$ cat config.mk
export PLATFORM = sky130hd
export DESIGN_NAME = mux8_rr_arbiter
export DESIGN_NICKNAME = d
export VERILOG_FILES = /design/src/rtl/mux8_rr_arbiter.sv
export SDC_FILE = /design/constraint.sdc
export NUM_CORES = 1
export LEC_CHECK = 0
export BUFFER_PORTS_ARGS = -buffer_cell sky130_fd_sc_hd__buf_2
export CAP_MARGIN = 0
export CORE_MARGIN = 2
export CORE_UTILIZATION = 40
export DETAILED_ROUTE_END_ITERATION = 8
export GPL_ROUTABILITY_DRIVEN = 0
export GPL_TIMING_DRIVEN = 0
export SETUP_SLACK_MARGIN = 0.1
export SYNTH_ARGS = -nofsm -noshare
export SYNTH_HDL_FRONTEND = slang
export SYNTH_SLANG_ARGS = --single-unit
$ cat constraint.sdc
create_clock -name clk -period 7.4 [get_ports clk]
set_input_delay 0.37 -clock clk [delete_from_list [all_inputs] [get_ports clk]]
set_output_delay 0.37 -clock clk [all_outputs]
set_load 0.05 [all_outputs]
$ cat src/rtl/mux8_rr_arbiter.sv
// rtl/mux8_rr_arbiter.sv - round-robin arbiter owning an 8:1 single-bit select datapath
// Grant is held until the owner releases or the hold limit expires; re-arbitration has no idle bubble.
module mux8_rr_arbiter #(
  parameter int unsigned MAX_HOLD = 16
) (
  input  logic       clk,
  input  logic       rst_n,
  input  logic [7:0] req,
  input  logic [7:0] i,
  output logic [7:0] gnt,
  output logic [2:0] s,
  output logic       busy,
  output logic       new_gnt,
  output logic       y
);

  typedef enum logic {
    IDLE  = 1'b0,
    GRANT = 1'b1
  } state_t;

  localparam bit         HOLD_LIMITED = (MAX_HOLD != 0);
  localparam logic [7:0] HOLD_LAST    = (MAX_HOLD == 0) ? 8'd0 : 8'(MAX_HOLD - 1);

  state_t     state_q;
  logic [7:0] gnt_q;
  logic [2:0] s_q;
  logic [2:0] last_q;
  logic       busy_q;
  logic       new_gnt_q;
  logic [7:0] hold_cnt_q;
  logic [7:0] hold_cnt_d;

  logic       any_req;
  logic       release_c;
  logic [2:0] scan_base;
  logic [2:0] winner;

  function automatic logic [2:0] rr_pick(input logic [7:0] r, input logic [2:0] start);
    logic [2:0] idx;
    logic       found;
    rr_pick = start;
    found   = 1'b0;
    for (int k = 0; k < 8; k++) begin
      idx = start + 3'(k);
      if (!found && r[idx]) begin
        rr_pick = idx;
        found   = 1'b1;
      end
    end
  endfunction

  // On release last becomes s, so scanning from s+1 while granted equals scanning from last+1.
  always_comb begin
    any_req    = |req;
    scan_base  = (state_q == GRANT) ? s_q + 3'd1 : last_q + 3'd1;
    winner     = rr_pick(req, scan_base);
    release_c  = !req[s_q] || (HOLD_LIMITED && (hold_cnt_q == HOLD_LAST));
    hold_cnt_d = (hold_cnt_q == 8'hFF) ? hold_cnt_q : hold_cnt_q + 8'd1;
  end

  always_ff @(posedge clk or negedge rst_n) begin
    if (!rst_n) begin
      state_q    <= IDLE;
      gnt_q      <= 8'h00;
      s_q        <= 3'd0;
      last_q     <= 3'd7;
      busy_q     <= 1'b0;
      new_gnt_q  <= 1'b0;
      hold_cnt_q <= 8'd0;
    end else begin
      case (state_q)
        IDLE: begin
          if (any_req) begin
            state_q    <= GRANT;
            s_q        <= winner;
            gnt_q      <= 8'b1 << winner;
            busy_q     <= 1'b1;
            new_gnt_q  <= 1'b1;
            hold_cnt_q <= 8'd0;
          end else begin
            gnt_q      <= 8'h00;
            s_q        <= 3'd0;
            busy_q     <= 1'b0;
            new_gnt_q  <= 1'b0;
            hold_cnt_q <= 8'd0;
          end
        end
        GRANT: begin
          if (release_c) begin
            last_q <= s_q;
            if (any_req) begin
              s_q        <= winner;
              gnt_q      <= 8'b1 << winner;
              busy_q     <= 1'b1;
              new_gnt_q  <= 1'b1;
              hold_cnt_q <= 8'd0;
            end else begin
              state_q    <= IDLE;
              gnt_q      <= 8'h00;
              s_q        <= 3'd0;
              busy_q     <= 1'b0;
              new_gnt_q  <= 1'b0;
              hold_cnt_q <= 8'd0;
            end
          end else begin
            new_gnt_q  <= 1'b0;
            hold_cnt_q <= hold_cnt_d;
          end
        end
        default: begin
          state_q <= IDLE;
        end
      endcase
    end
  end

  assign gnt     = gnt_q;
  assign s       = s_q;
  assign busy    = busy_q;
  assign new_gnt = new_gnt_q;
  assign y       = busy_q & i[s_q];

endmodule
==> qor.log <==
[run_status] outcome finished clean
[place] Final HPWL DP 4.63 mm
[grt] global-route wire length before repair 10.1 mm
[critical_path] gate family responsible for the most delay along the worst path multiplexers
[critical_path] critical setup path kind flop to flop
[timing] period utilisation layout 0.569
[synthesis] Syn Std Cell Area 2430 um^2
[synthesis] cell taking the most area after synthesis sky130_fd_sc_hd__dfrtp_1
[grt] via count of the first global-routing pass 2,072
[critical_path] biggest fanout along the worst timing path 10
[route] per-cell routed wire length 16.3 um
[grt] initial antenna violation count 0
[route] via count of the routed design 2,195
[critical_path] chain of cells forming the critical path buf_4, mux2i_4, buf_6, buf_2, ha_1, clkbuf_1, mux2i_1, mux2i_1, mux2_2, nand2b_2, mux2_2, a221oi_2, o2111ai_2, nor3_2, a22o_1
[timing] Final Max Tran Viols 0
[critical_path] Critical path buffers and inverters 4
[synthesis] most used standard cells in the synthesized netlist 32 x sky130_fd_sc_hd__nand2_1, 24 x sky130_fd_sc_hd__nor2_1, 23 x sky130_fd_sc_hd__mux2i_1
[synthesis] flip-flop and latch count after synthesis 25
[clock_network] CTS-repair resized insts 0
[floorplanning] io pins 32
[timing] worst hold slack across all endpoints 76.5 ps
[synthesis] part of the Yosys area used for sequential elements 0.259
[synthesis] Avg Cell Area, Syn 9.10 um^2
[final_layout] Area growth, synth to finish 11.1%
[critical_path] startpoint types flop
[clock_network] hold_buf cts 0
[floorplanning] Initial Utilization 0.413
[route] Pre-Repair DR Iteration Count 4
[synthesis] post-synthesis net count 288
[floorplanning] full die area 6710 um^2
[synthesis] number of flops mapped to enable cells by yosys 0
[synthesis] proportion of synthesized flip-flops having asynchronous set or reset 1.00
[critical_path] category of the worst setup path capture point flop
[clock_network] H-tree levels 1
[clock_network] clock latency on the worst-skew pair 270 ps
[clock_network] clock tree from TritonCTS done
[timing] Max-slew headroom 0.616
[synthesis] most repeated cell in the gate-level netlist after synthesis sky130_fd_sc_hd__nand2_1
[critical_path] Worst R2R Start s[0]$_DFFE_PN0P_
[timing] slew at the pin closest to its max-slew limit 564 ps
[synthesis] Yosys top cell area share 0.227
[clock_network] maximum root-to-sink buffer count 2
[critical_path] CP max-delay cell sky130_fd_sc_hd__mux2i_1
[critical_path] Required @ worst endpoint 7610 ps
[synthesis] largest cells by area after synthesis sky130_fd_sc_hd__dfrtp_1 23%, sky130_fd_sc_hd__mux2i_1 9.5%, sky130_fd_sc_hd__mux4_2 6.5%
[floorplanning] Die Y 81.9 um
[synthesis] synth unique cells 61
[grt] maximum number of pins on one net before global-route repair 26
[timing] final critical-path setup slack 3190 ps
[floorplanning] die boundary width 81.9 um
[final_layout] final cell count without fillers 372
[timing] setup repair after global routing missed its margin false
[timing] worst setup skew after layout 1.45 ps
[final_layout] layout cells sized above 1 0.249
[clock_network] clk root buf sky130_fd_sc_hd__clkbuf_8
[place] number of input and output port buffers inserted 26
[critical_path] WP depth 15
[floorplanning] # rows 28
[clock_network] clock sink count 25
[critical_path] reg-to-reg critical path endpoint gnt[1]$_DFFE_PN0P_
[route] number of vias per cell after detailed routing 5.90
[final_layout] final net count 319
[critical_path] data arrival time at the worst-slack endpoint 4420 ps
[timing] final-report setup violation count 0
[synthesis] top_reg_cell synth sky130_fd_sc_hd__dfrtp_1
[timing] time the final worst path needs with I/O delays and setup 4210 ps
[place] setup slack at placement 3230 ps
[final_layout] number of antenna repair diodes 0
[place] number of placed instances, taps included 368
[clock_network] Post-CTS Setup Bufs 0
[clock_network] total clock buffers created by CTS 3
[critical_path] r2r worst-path depth 15
[grt] global-route total usage across every layer 0.192
[grt] overflow left after global routing 0
[synthesis] Mapped Cells 267
[final_layout] fill count 598
[synthesis] Yosys Warn Count 0
[route] DRC violation count after routing 0
[clock_network] register clock-pin slew on the reported worst setup and hold paths 90 ps
[timing] Max Freq 237 MHz
[critical_path] Reg2Reg Setup Slack 3190 ps
[route] Routed Wire Length 6.06 mm
[timing] post-route setup TNS 0 ps
[critical_path] slowest cell delay on critical path 420 ps
[route] DRC marker count from the first detailed-route iteration 98
[run] number of maximum-capacitance constraint violations 0
[critical_path] worst setup path endpoint gnt[1]$_DFFE_PN0P_
[timing] Final Hold Vio Count 0
[route] count of antenna-violating nets left after detailed routing 0
[floorplanning] placeable core area 5890 um^2
[worst_hold_path] classification of the worst-slack hold path input port to asynchronous set/reset pin
[critical_path] CP startpoint s[0]$_DFFE_PN0P_
[through the flow]
stage	utilization	area [um^2]
floorplan	-	2430
global placement	0.451	2650
detailed placement	0.451	2650
CTS	0.459	2700
global route	0.459	2700
finish	0.459	2700
[cells by family after synthesis]
kind of cell	count (synthesis)	synth area share
mux	48	0.252
fa+ha+maj	3	0.0154
flops	25	0.259
simple gates	103	0.208
buf+inv	25	0.0525
compound gates	54	0.161
xor+xnor	9	0.0520
[final cells by class]
type,instances,area (um^2),share of cell area
clock inverters,1,5.00,0.00185
flip-flops and latches,25,629,0.233
well taps,75,93.8,0.0348
plain buffers,20,109,0.0403
inverters,5,18.8,0.00695
repair buffers,26,130,0.0482
clock buffers,3,41.3,0.0153
multi-input cells,217,1670,0.620
[worst min path at each step]
stage	endpoint	slack, ps	depth (start not counted)
floorplan	busy$_DFFE_PN0P_	70	0
global placement	hold_cnt_q[0]$_DFFE_PN0P_	400	1
detailed placement	hold_cnt_q[0]$_DFFE_PN0P_	390	1
CTS	hold_cnt_q[0]$_DFFE_PN0P_	100	1
global route	hold_cnt_q[0]$_DFFE_PN0P_	120	1
finish	hold_cnt_q[0]$_DFFE_PN0P_	80	1
[per-layer routing]
| layer | routed length, um | global-route usage | share of wire |
|---|---|---|---|
| met4 | 197 | 0.0917 | 0.033 |
| met3 | 285 | 0.0165 | 0.047 |
| met1 | 2710 | 0.246 | 0.45 |
| met5 | 0 | 0 | 0 |
| met2 | 2860 | 0.325 | 0.47 |
[cells in the final DEF (no fill, tap or decap), types with 3 or more instances in the layout]
cell                       instances
sky130_fd_sc_hd__o31ai_1           4
sky130_fd_sc_hd__nand3_1          15
sky130_fd_sc_hd__mux2_2           10
sky130_fd_sc_hd__nor3_1            3
sky130_fd_sc_hd__nand2_1          32
sky130_fd_sc_hd__o221ai_1          3
sky130_fd_sc_hd__dfstp_2           3
sky130_fd_sc_hd__ha_1              3
sky130_fd_sc_hd__and2_1            3
sky130_fd_sc_hd__nand4_1           3
sky130_fd_sc_hd__inv_1             3
sky130_fd_sc_hd__xnor2_1           4
sky130_fd_sc_hd__clkbuf_8          3
sky130_fd_sc_hd__buf_6             3
sky130_fd_sc_hd__o21ai_0          14
sky130_fd_sc_hd__mux2_1            6
sky130_fd_sc_hd__buf_2            29
sky130_fd_sc_hd__and3_1            3
sky130_fd_sc_hd__dfrtp_1          22
sky130_fd_sc_hd__clkbuf_1         12
sky130_fd_sc_hd__mux4_2            7
sky130_fd_sc_hd__nor2_1           24
sky130_fd_sc_hd__o21ai_1           3
sky130_fd_sc_hd__a21oi_1           8
sky130_fd_sc_hd__nand3b_1          4
sky130_fd_sc_hd__mux2i_1          23
[sequential cells by signal, indices dropped and copies added (netlist names)]
| signal | count |
|---|---|
| new_gnt | 1 |
| hold_cnt_q | 8 |
| s | 3 |
| state_q | 1 |
| gnt | 8 |
| busy | 1 |
| last_q | 3 |
Power is not shown: default switching activity piles up to over one toggle a cycle in this logic, so the estimate is an artifact.
